**src/rtl/enemy_bullet_pool.sv**
```systemverilog
// Pool of enemy bullets fired from a moving base toward the fixed-centre ship.
// Each slot latches an 8-way aim at fire time and retires on hit, range or leaving the screen.
module enemy_bullet_pool #(
   parameter int NUM_BULLETS  = 4,
   parameter int BULLET_RANGE = 100,
   parameter int BULLET_SPEED = 2,
   parameter int COOLDOWN     = 30,
   parameter int TRIG_X       = 100,
   parameter int TRIG_Y       = 75,
   parameter int AIM_DEADBAND = 16,
   parameter int BASE_OFF_X   = 32,
   parameter int BASE_OFF_Y   = 36,
   parameter int SHIP_X       = 320,
   parameter int SHIP_Y       = 240
) (
   input  logic                      frame_clk,
   input  logic                      reset_n,
   input  logic                      enable,
   input  logic [9:0]                enemy_base_tl_x,
   input  logic [9:0]                enemy_base_tl_y,
   input  logic [NUM_BULLETS-1:0]    hit_clear,
   output logic [10*NUM_BULLETS-1:0] enemy_bullet_x,
   output logic [10*NUM_BULLETS-1:0] enemy_bullet_y,
   output logic [NUM_BULLETS-1:0]    show_bullet,
   output logic                      fire_pulse
);

   localparam int CD_W = (COOLDOWN > 0) ? $clog2(COOLDOWN + 1) : 1;

   localparam logic signed [11:0] SHIP_X_S = 12'(SHIP_X);
   localparam logic signed [11:0] SHIP_Y_S = 12'(SHIP_Y);
   localparam logic signed [11:0] TRIG_X_S = 12'(TRIG_X);
   localparam logic signed [11:0] TRIG_Y_S = 12'(TRIG_Y);
   localparam logic signed [11:0] DB_POS   = 12'(AIM_DEADBAND);
   localparam logic signed [11:0] DB_NEG   = 12'(-AIM_DEADBAND);
   localparam logic signed [11:0] SPD_POS  = 12'(BULLET_SPEED);
   localparam logic signed [11:0] SPD_NEG  = 12'(-BULLET_SPEED);
   localparam logic signed [11:0] X_MAX    = 12'sd639;
   localparam logic signed [11:0] Y_MAX    = 12'sd479;
   localparam logic [9:0]         RANGE    = 10'(BULLET_RANGE);
   localparam logic [9:0]         STEP     = 10'(BULLET_SPEED);

   typedef enum logic {IDLE, FLIGHT} slot_state_t;

   logic [10:0]            cx;
   logic [10:0]            cy;
   logic signed [11:0]     dx;
   logic signed [11:0]     dy;
   logic signed [11:0]     adx;
   logic signed [11:0]     ady;
   logic signed [11:0]     aim_vx;
   logic signed [11:0]     aim_vy;
   logic                   in_window;
   logic                   fire;
   logic [NUM_BULLETS-1:0] idle;
   logic [NUM_BULLETS-1:0] load_sel;
   logic [CD_W-1:0]        cooldown_reg;
   logic                   fire_pulse_reg;

   // Deltas are formed in signed 12-bit so a base right/below of the ship never wraps.
   assign cx  = {1'b0, enemy_base_tl_x} + 11'(BASE_OFF_X);
   assign cy  = {1'b0, enemy_base_tl_y} + 11'(BASE_OFF_Y);
   assign dx  = SHIP_X_S - $signed({1'b0, cx});
   assign dy  = SHIP_Y_S - $signed({1'b0, cy});
   assign adx = dx[11] ? -dx : dx;
   assign ady = dy[11] ? -dy : dy;

   assign in_window = (adx <= TRIG_X_S) && (ady <= TRIG_Y_S);

   assign aim_vx = (dx >= DB_POS) ? SPD_POS : ((dx <= DB_NEG) ? SPD_NEG : 12'sd0);
   assign aim_vy = (dy >= DB_POS) ? SPD_POS : ((dy <= DB_NEG) ? SPD_NEG : 12'sd0);

   // Isolate the lowest idle slot; idle reflects slot state before this edge.
   assign load_sel = idle & (~idle + NUM_BULLETS'(1));
   assign fire     = enable && in_window && (cooldown_reg == '0) && (|idle);

   always_ff @(posedge frame_clk) begin
      if (!reset_n) begin
         cooldown_reg   <= '0;
         fire_pulse_reg <= 1'b0;
      end else begin
         fire_pulse_reg <= fire;
         if (fire)
            cooldown_reg <= CD_W'(COOLDOWN);
         else if (cooldown_reg != '0)
            cooldown_reg <= cooldown_reg - CD_W'(1);
      end
   end

   assign fire_pulse = fire_pulse_reg;

   generate
      for (genvar gi = 0; gi < NUM_BULLETS; gi++) begin : g_slot
         slot_state_t        state_reg;
         logic [9:0]         x_reg;
         logic [9:0]         y_reg;
         logic [9:0]         dist_reg;
         logic signed [11:0] vx_reg;
         logic signed [11:0] vy_reg;
         logic signed [11:0] x_next;
         logic signed [11:0] y_next;
         logic               off_screen;

         assign x_next     = $signed({2'b00, x_reg}) + vx_reg;
         assign y_next     = $signed({2'b00, y_reg}) + vy_reg;
         assign off_screen = (x_next < 12'sd0) || (x_next > X_MAX) ||
                             (y_next < 12'sd0) || (y_next > Y_MAX);

         // A load takes precedence over any retirement reason, including hit_clear.
         always_ff @(posedge frame_clk) begin
            if (!reset_n) begin
               state_reg <= IDLE;
               x_reg     <= '0;
               y_reg     <= '0;
               dist_reg  <= '0;
               vx_reg    <= '0;
               vy_reg    <= '0;
            end else if (fire && load_sel[gi]) begin
               state_reg <= FLIGHT;
               x_reg     <= cx[9:0];
               y_reg     <= cy[9:0];
               dist_reg  <= '0;
               vx_reg    <= aim_vx;
               vy_reg    <= aim_vy;
            end else if (state_reg == FLIGHT) begin
               if (hit_clear[gi] || (dist_reg >= RANGE) || off_screen) begin
                  state_reg <= IDLE;
               end else begin
                  x_reg    <= x_next[9:0];
                  y_reg    <= y_next[9:0];
                  dist_reg <= dist_reg + STEP;
               end
            end
         end

         assign idle[gi]                   = (state_reg == IDLE);
         assign show_bullet[gi]            = (state_reg == FLIGHT);
         assign enemy_bullet_x[10*gi +: 10] = x_reg;
         assign enemy_bullet_y[10*gi +: 10] = y_reg;
      end
   endgenerate

endmodule

```
**config.mk**
```make
export PLATFORM = sky130hd
export DESIGN_NAME = enemy_bullet_pool
export DESIGN_NICKNAME = d
export VERILOG_FILES = /design/src/rtl/enemy_bullet_pool.sv
export SDC_FILE = /design/constraint.sdc
export NUM_CORES = 1
export LEC_CHECK = 0
export CAP_MARGIN = 20
export CORE_MARGIN = 2
export CORE_UTILIZATION = 35
export DETAILED_ROUTE_END_ITERATION = 10
export HOLD_SLACK_MARGIN = 0.12
export PLACE_DENSITY = 0.51
export SYNTH_ARGS = -nofsm -noshare
export SYNTH_HDL_FRONTEND = slang
export SYNTH_SLANG_ARGS = --single-unit
```
**constraint.sdc**
```tcl
create_clock -name frame_clk -period 6.35 [get_ports frame_clk]
set_clock_uncertainty 0.15 [all_clocks]
set_input_delay 1.27 -clock frame_clk [delete_from_list [all_inputs] [get_ports frame_clk]]
set_output_delay 1.27 -clock frame_clk [all_outputs]
set_load 0.05 [all_outputs]
```
# After elaboration in Yosys (flattened, before gate mapping)
# Cells that the tools add are included.
[op_classes]
reduce_logical = 49
n_lt_le_gt_ge = 26
n_mux = 44
add_sub_neg = 20
bitwise_logic = 11
eq_ne = 4
[ops]
columns = ["operator", "count"]
rows = [
  ["$mux 10", 24],
  ["$add 11x12->12", 8],
  ["$lt 12x1->1 const B", 8],
  ["$mux 12", 6],
  ["$gt 12x10->1 const B", 4],
  ["$gt 12x11->1 const B", 4],
  ["$add 10x2->10 const B", 4],
  ["$ge 10x7->1 const B", 4],
  ["$ge 12x6->1 const B", 2],
  ["$le 12x5->1 const B", 2],
  ["$le 12x8->1 const B", 2],
  ["$neg 12->12", 2],
  ["$add 10x6->11 const B", 2],
  ["$logic_or 1x1->1", 20],
  ["$reduce_and 2->1", 8],
  ["$mux 1", 12],
  ["$sub 8x11->12 const A", 1],
  ["$sub 9x11->12 const A", 1],
  ["$mux 5", 2],
  ["$reduce_bool 2->1", 5],
  ["$reduce_or 2->1", 5],
  ["$not 1->1", 9],
  ["$logic_and 1x1->1", 8],
  ["$ne 2x2->1 const B", 4],
  ["7 further kinds", 7],
]
[word_totals]
word_cells = 181
output_inout_bits = 85
reg_bits = 226

# Logic depth before layout (Yosys ltp)
[logic_depth]
depth_word = 12
ltp_mapped = 16

# Least setup slack after synthesis
# No wires, ideal clock.
[synth_path]
kind = "input to register"
from = "input enemy_base_tl_y[0]"
to = "register g_slot[1].y_reg[6]"
path_stages = 15
required_time_ps = 6084
t_arrival_ps = 4441
path_slack_ps = 1642
cell_sequence = "buf_2 -> inv_1 -> ha_1 -> buf_2 -> or3b_1 -> a311oi_2 -> nand2_1 -> a222oi_1 -> mux2_1 -> a32oi_1 -> or2_1 -> buf_6 -> or4_4 -> clkbuf_1 -> o211a_1"
[synth_between]
elab_chain_len = 12
word_cells_on_any_way = 14
[synth_rtl]
columns = ["element", "line_no", "rtl"]
rows = [
  ["start, declared", "20", "input logic [9:0] enemy_base_tl_y,"],
  ["$add 10x6->11 (*)", "62", "assign cy = {1'b0, enemy_base_tl_y} + 11'(BASE_OFF_Y);"],
  ["$sub 8x11->12", "64", "assign dy = SHIP_Y_S - $signed({1'b0, cy});"],
  ["$neg 12->12", "66", "assign ady = dy[11] ? -dy : dy;"],
  ["$mux 12", "66", ""],
  ["$le 12x8->1", "68", "assign in_window = (adx <= TRIG_X_S) && (ady <= TRIG_Y_S);"],
  ["$logic_and 1x1->1", "68", ""],
  ["$logic_and 1x1->1 (3 in series)", "75", "assign fire = enable && in_window && (cooldown_reg == '0) && (|idle);"],
  ["$logic_and 1x1->1", "118", "end else if (fire && load_sel[gi]) begin"],
  ["$ne 2x2->1 (no source line) / $reduce_bool 2->1 (equally long branches)", "n/a", ""],
  ["$reduce_and 2->1 (no source line)", "n/a", ""],
  ["end signal, assigned", "121", "y_reg <= cy[9:0];"],
  ["end signal, assigned", "130", "y_reg <= y_next[9:0];"],
  ["end, declared", "96", "logic [9:0] y_reg;"],
]
# Mark *: on every way between the ends. The rest lies on a longest branch, timed or not.
# A chain may end at the register's enable or synchronous reset.

# Final worst setup path
[layout_path]
from = "input enemy_base_tl_y[3]"
to = "register g_slot[1].dist_reg[5]"
[layout_between]
elab_chain_len = 11
[layout_rtl]
columns = ["element", "line_no", "rtl"]
rows = [
  ["$add 10x6->11 (*)", "62", ""],
  ["$sub 8x11->12 (*)", "64", ""],
  ["$neg 12->12", "66", ""],
  ["$mux 12 (*)", "66", ""],
  ["$le 12x8->1 (*)", "68", ""],
  ["$logic_and 1x1->1 (*)", "68", ""],
  ["$logic_and 1x1->1 (*) (3 in series)", "75", ""],
  ["$logic_and 1x1->1 (*)", "118", ""],
  ["$reduce_or 2->1 (no source line) (*)", "n/a", ""],
  ["end signal, assigned", "131", "dist_reg <= dist_reg + STEP;"],
  ["end, declared", "97", "logic [9:0] dist_reg;"],
]
# Marked as above.

==> run_results.csv <==
group,metric,value,unit
clock_tree,ctsResizeCount,0,
yosys,synth_mux_area_share,6.612,%
die,die_h,186.6,um
power_and_ir_drop,p_leak,6.150,nW
power_and_ir_drop,power_per_cell_area,163.2,mW/mm^2
layout,syn_to_final_growth,18.28,%
grt,grt.total_usage,18.93,%
drt,drt-total-wl,33540,um
yosys,syn_area,0.01167,mm^2
sta,timing.setup.tns,0,ns
drt,vias,10570,
layout,layout-drive-gt1-share,7.219,%
grt,grt_use_met1,25.84,%
die,num_io_pins,112,
layout,final_cell_mix,"nand2_1, dfxtp_1, nor2_1, clkdlybuf4s50_1, ha_1",
clock_tree,cts_made_buffers,17,
power_and_ir_drop,vdd_drop_max,174.3,uV
drt,dr.pass1.iters,5,
yosys,ys.flop_type,"dfxtp_1",
drt,wire_per_inst,17.17,um
sta,fmax,0.1933,GHz
placed_design,post-place-ws,0.7110,ns
layout,regArea,0.002843,mm^2
placed_design,place.gp.congestion,0.8584,
power_and_ir_drop,finalPower,2.253,mW
critical_path,cp_common_cell,"nand2_1",
die,fp.dieW,186.6,um
yosys,synth_nets,1541,
yosys,synth_adder_area_share,11.75,%
layout,nets,1628,
clock_tree,cts_root_buffer,"clkbuf_16",
sta,min_period,5.173,ns
clock_tree,cts.clk_slew.worst_paths,0.07,ns
critical_path,crit_path_max_fanout,30,
yosys,netlist-cell-type-count,104,
sta,hold_violations,0,
critical_path,cp.arrival,5.34,ns
yosys,synthCells,1410,
flow_run,cap_violations,0,
grt,grt_most_used_layer,"met2",
yosys,synth_top_family_by_area,"simple AND/OR/NAND/NOR gates",
critical_path,start_kind,"input pin",
clock_tree,clk_latency,0.44,ns
drt,viasPerCell,5.410,
critical_path,rrSetupSlack,1.65,ns
clock_tree,cts.path.max_buffers,2,
layout,multi_input_area,0.008264,mm^2
critical_path,worstPathRequired,6.52,ns
critical_path,slowest_stage,"or4_4",
grt,grt_start_max_net_pins,78,
grt,overflow,0,
yosys,yosys_warnings,0,
yosys,synth-compound-area-share,21.58,%
sta,slew_headroom,31.63,%
yosys,async_reset_ff_share,0,%
placed_design,placed_cells,1920,
layout,finalNonFillerCells,1953,
sta,worst_pin_slew,1.020,ns
critical_path,cpPeakStageDelay,0.75,ns
yosys,synth-simple-area-share,23.25,%
sta,rsz0062_at_grt,"false",
drt,drt-initial-drc-count,537,
clock_tree,hold_buffers,0,
critical_path,end_kind,"register",
yosys,syn_area_per_cell,8.280,um^2
yosys,synth_edf_count,0,
clock_tree,clock-sinks,142,
drt,ant_nets,0,
grt,globalRouteMet3Util,3.178,%
sta,finalSetupViolations,0,
clock_tree,cts_tree,"yes",
die,fp-row-count,66,
sta,timing.final.ws_setup,1.177,ns
hold_path,hp-class,"reg2reg",
grt,grt_pass1_wl,53740,um
placed_design,io_buffer_count,111,
yosys,ys_seq_area_share,24.35,%
die,die_area,0.03483,mm^2
grt,antenna_found_initial,1,
critical_path,crit_family,"simple AND/OR/NAND/NOR gates",
die,core-area,0.03270,mm^2
sta,period_share,81.46,%
layout,n_fill_cell,3331,
clock_tree,cts_setup_buffers,0,
critical_path,cp.buffers_inverters,1,
drt,route.detailed.drc,0,
sta,drv_slew,0,
yosys,yosys.area_share.xor_xnor,7.470,%
critical_path,path_class,"in2reg",
grt,grt_use_met2,30.64,%
critical_path,path_cells,"clkdlybuf4s50_1 -> ha_1 -> or3b_1 -> a311oi_2 -> nand2_1 -> a222oi_1 -> mux2_1 -> a32oi_1 -> or2_1 -> or4_4 -> nand2_1 -> nor2_1",
yosys,ys_ff_latch,142,
placed_design,post-dp-hpwl,25030,um
grt,grt_pass1_vias,9823,
die,initial_core_util,35.70,%
clock_tree,htreeDepth,4,
status,status,"finished, final reports clean",
-- metrics by stage --
step           cell area (um^2)  hold WS, ns  utilization, %
2_1_floorplan             11670       0.2792               -
3_3_place_gp              13210       0.2898           40.40
3_5_place_dp              13210       0.3032           40.40
4_1_cts                   13810       0.3207           42.22
5_1_grt                   13810       0.3425           42.22
6_report                  13810       0.3206           42.23
-- final cells by class --
| cell class | count | share of cell area, % |
|---|---|---|
| Multi-Input combinational cell | 1134 | 59.84 |
| Sequential cell | 142 | 20.59 |
| Timing Repair Buffer | 138 | 9.495 |
| Tap cell | 442 | 4.005 |
| Clock buffer | 18 | 3.180 |
| Inverter | 64 | 1.740 |
| Clock inverter | 14 | 1.133 |
| Antenna cell | 1 | 0.01812 |
-- cell families after synthesis --
kind of cell / count (synthesis)
and+or+nand+nor: 521
AOI/OAI and AO/OA: 338
DFF: 142
buffers and inverters: 134
adders and majority gates: 105
xor gates and xnor gates: 94
muxes: 76
-- per-layer routing --
metal | vias to the layer above | part of all wire (%) | routed length, um
met2 | 195 | 46 | 15360
li1 | 5328 | - | -
met4 | 0 | 1.8 | 616
met3 | 34 | 4.0 | 1339
met1 | 5009 | 48 | 16220
met5 | - | 0 | 0
-- report_power, final --
part | switching [mW] | internal, mW | leakage (nW)
Sequential | 0.00899 | 0.902 | 1.14
Clock | 0.437 | 0.596 | 0.292
Combinational | 0.185 | 0.125 | 4.71
-- cells in the mapped netlist, types with 5 or more instances --
master / n / area share (%)
a2111oi_0: 8 / 0.60
a211o_1: 8 / 0.60
a211oi_1: 16 / 1.0
a21boi_0: 31 / 2.0
a21o_1: 17 / 1.1
a21oi_1: 60 / 2.6
a31oi_1: 13 / 0.70
a32oi_1: 5 / 0.38
and2_1: 20 / 1.1
and3_1: 41 / 2.2
buf_2: 16 / 0.69
buf_4: 8 / 0.51
clkbuf_1: 39 / 1.3
dfxtp_1: 142 / 24
fa_1: 8 / 1.4
ha_1: 96 / 10
inv_1: 64 / 2.1
mux2_2: 8 / 0.77
mux2i_1: 67 / 5.7
nand2_1: 142 / 4.6
nand2b_1: 14 / 0.75
nand3_1: 40 / 1.7
nand3b_1: 6 / 0.39
nand4_1: 10 / 0.54
nand4b_1: 5 / 0.38
nor2_1: 110 / 3.5
nor2b_1: 27 / 1.4
nor3_1: 32 / 1.4
nor4_1: 9 / 0.48
o2111ai_1: 7 / 0.53
o211a_1: 30 / 2.6
o211ai_1: 19 / 1.2
o21a_1: 14 / 0.90
o21ai_0: 27 / 1.2
o21bai_1: 10 / 0.64
o22ai_1: 10 / 0.54
or2_2: 8 / 0.43
or3_1: 9 / 0.48
or4_1: 11 / 0.71
xnor2_1: 58 / 4.4
xor2_1: 31 / 2.3
-- worst paths after layout --
check / startpoint / cells past startpoint / endpoint
setup / recovery: enemy_base_tl_y[3] / 12 / g_slot[1].dist_reg[5]$_SDFFE_PP0P_
hold / removal: g_slot[3].x_reg[0]$_SDFFE_PN0P_ / 2 / g_slot[3].x_reg[0]$_SDFFE_PN0P_
setup reg to reg: g_slot[3].vx_reg[10]$_SDFFE_PN0P_ / 12 / g_slot[3].x_reg[5]$_SDFFE_PN0P_
hold reg to reg: g_slot[3].x_reg[0]$_SDFFE_PN0P_ / 2 / g_slot[3].x_reg[0]$_SDFFE_PN0P_
-- worst min-delay path: cells and delay by family (launching register included) --
family / cells / cell delay (ns)
flops: 1 / 0.31
compound gates: 1 / 0.06
simple gates: 1 / 0.05
Note: power is estimated with default switching activity, not from simulation.
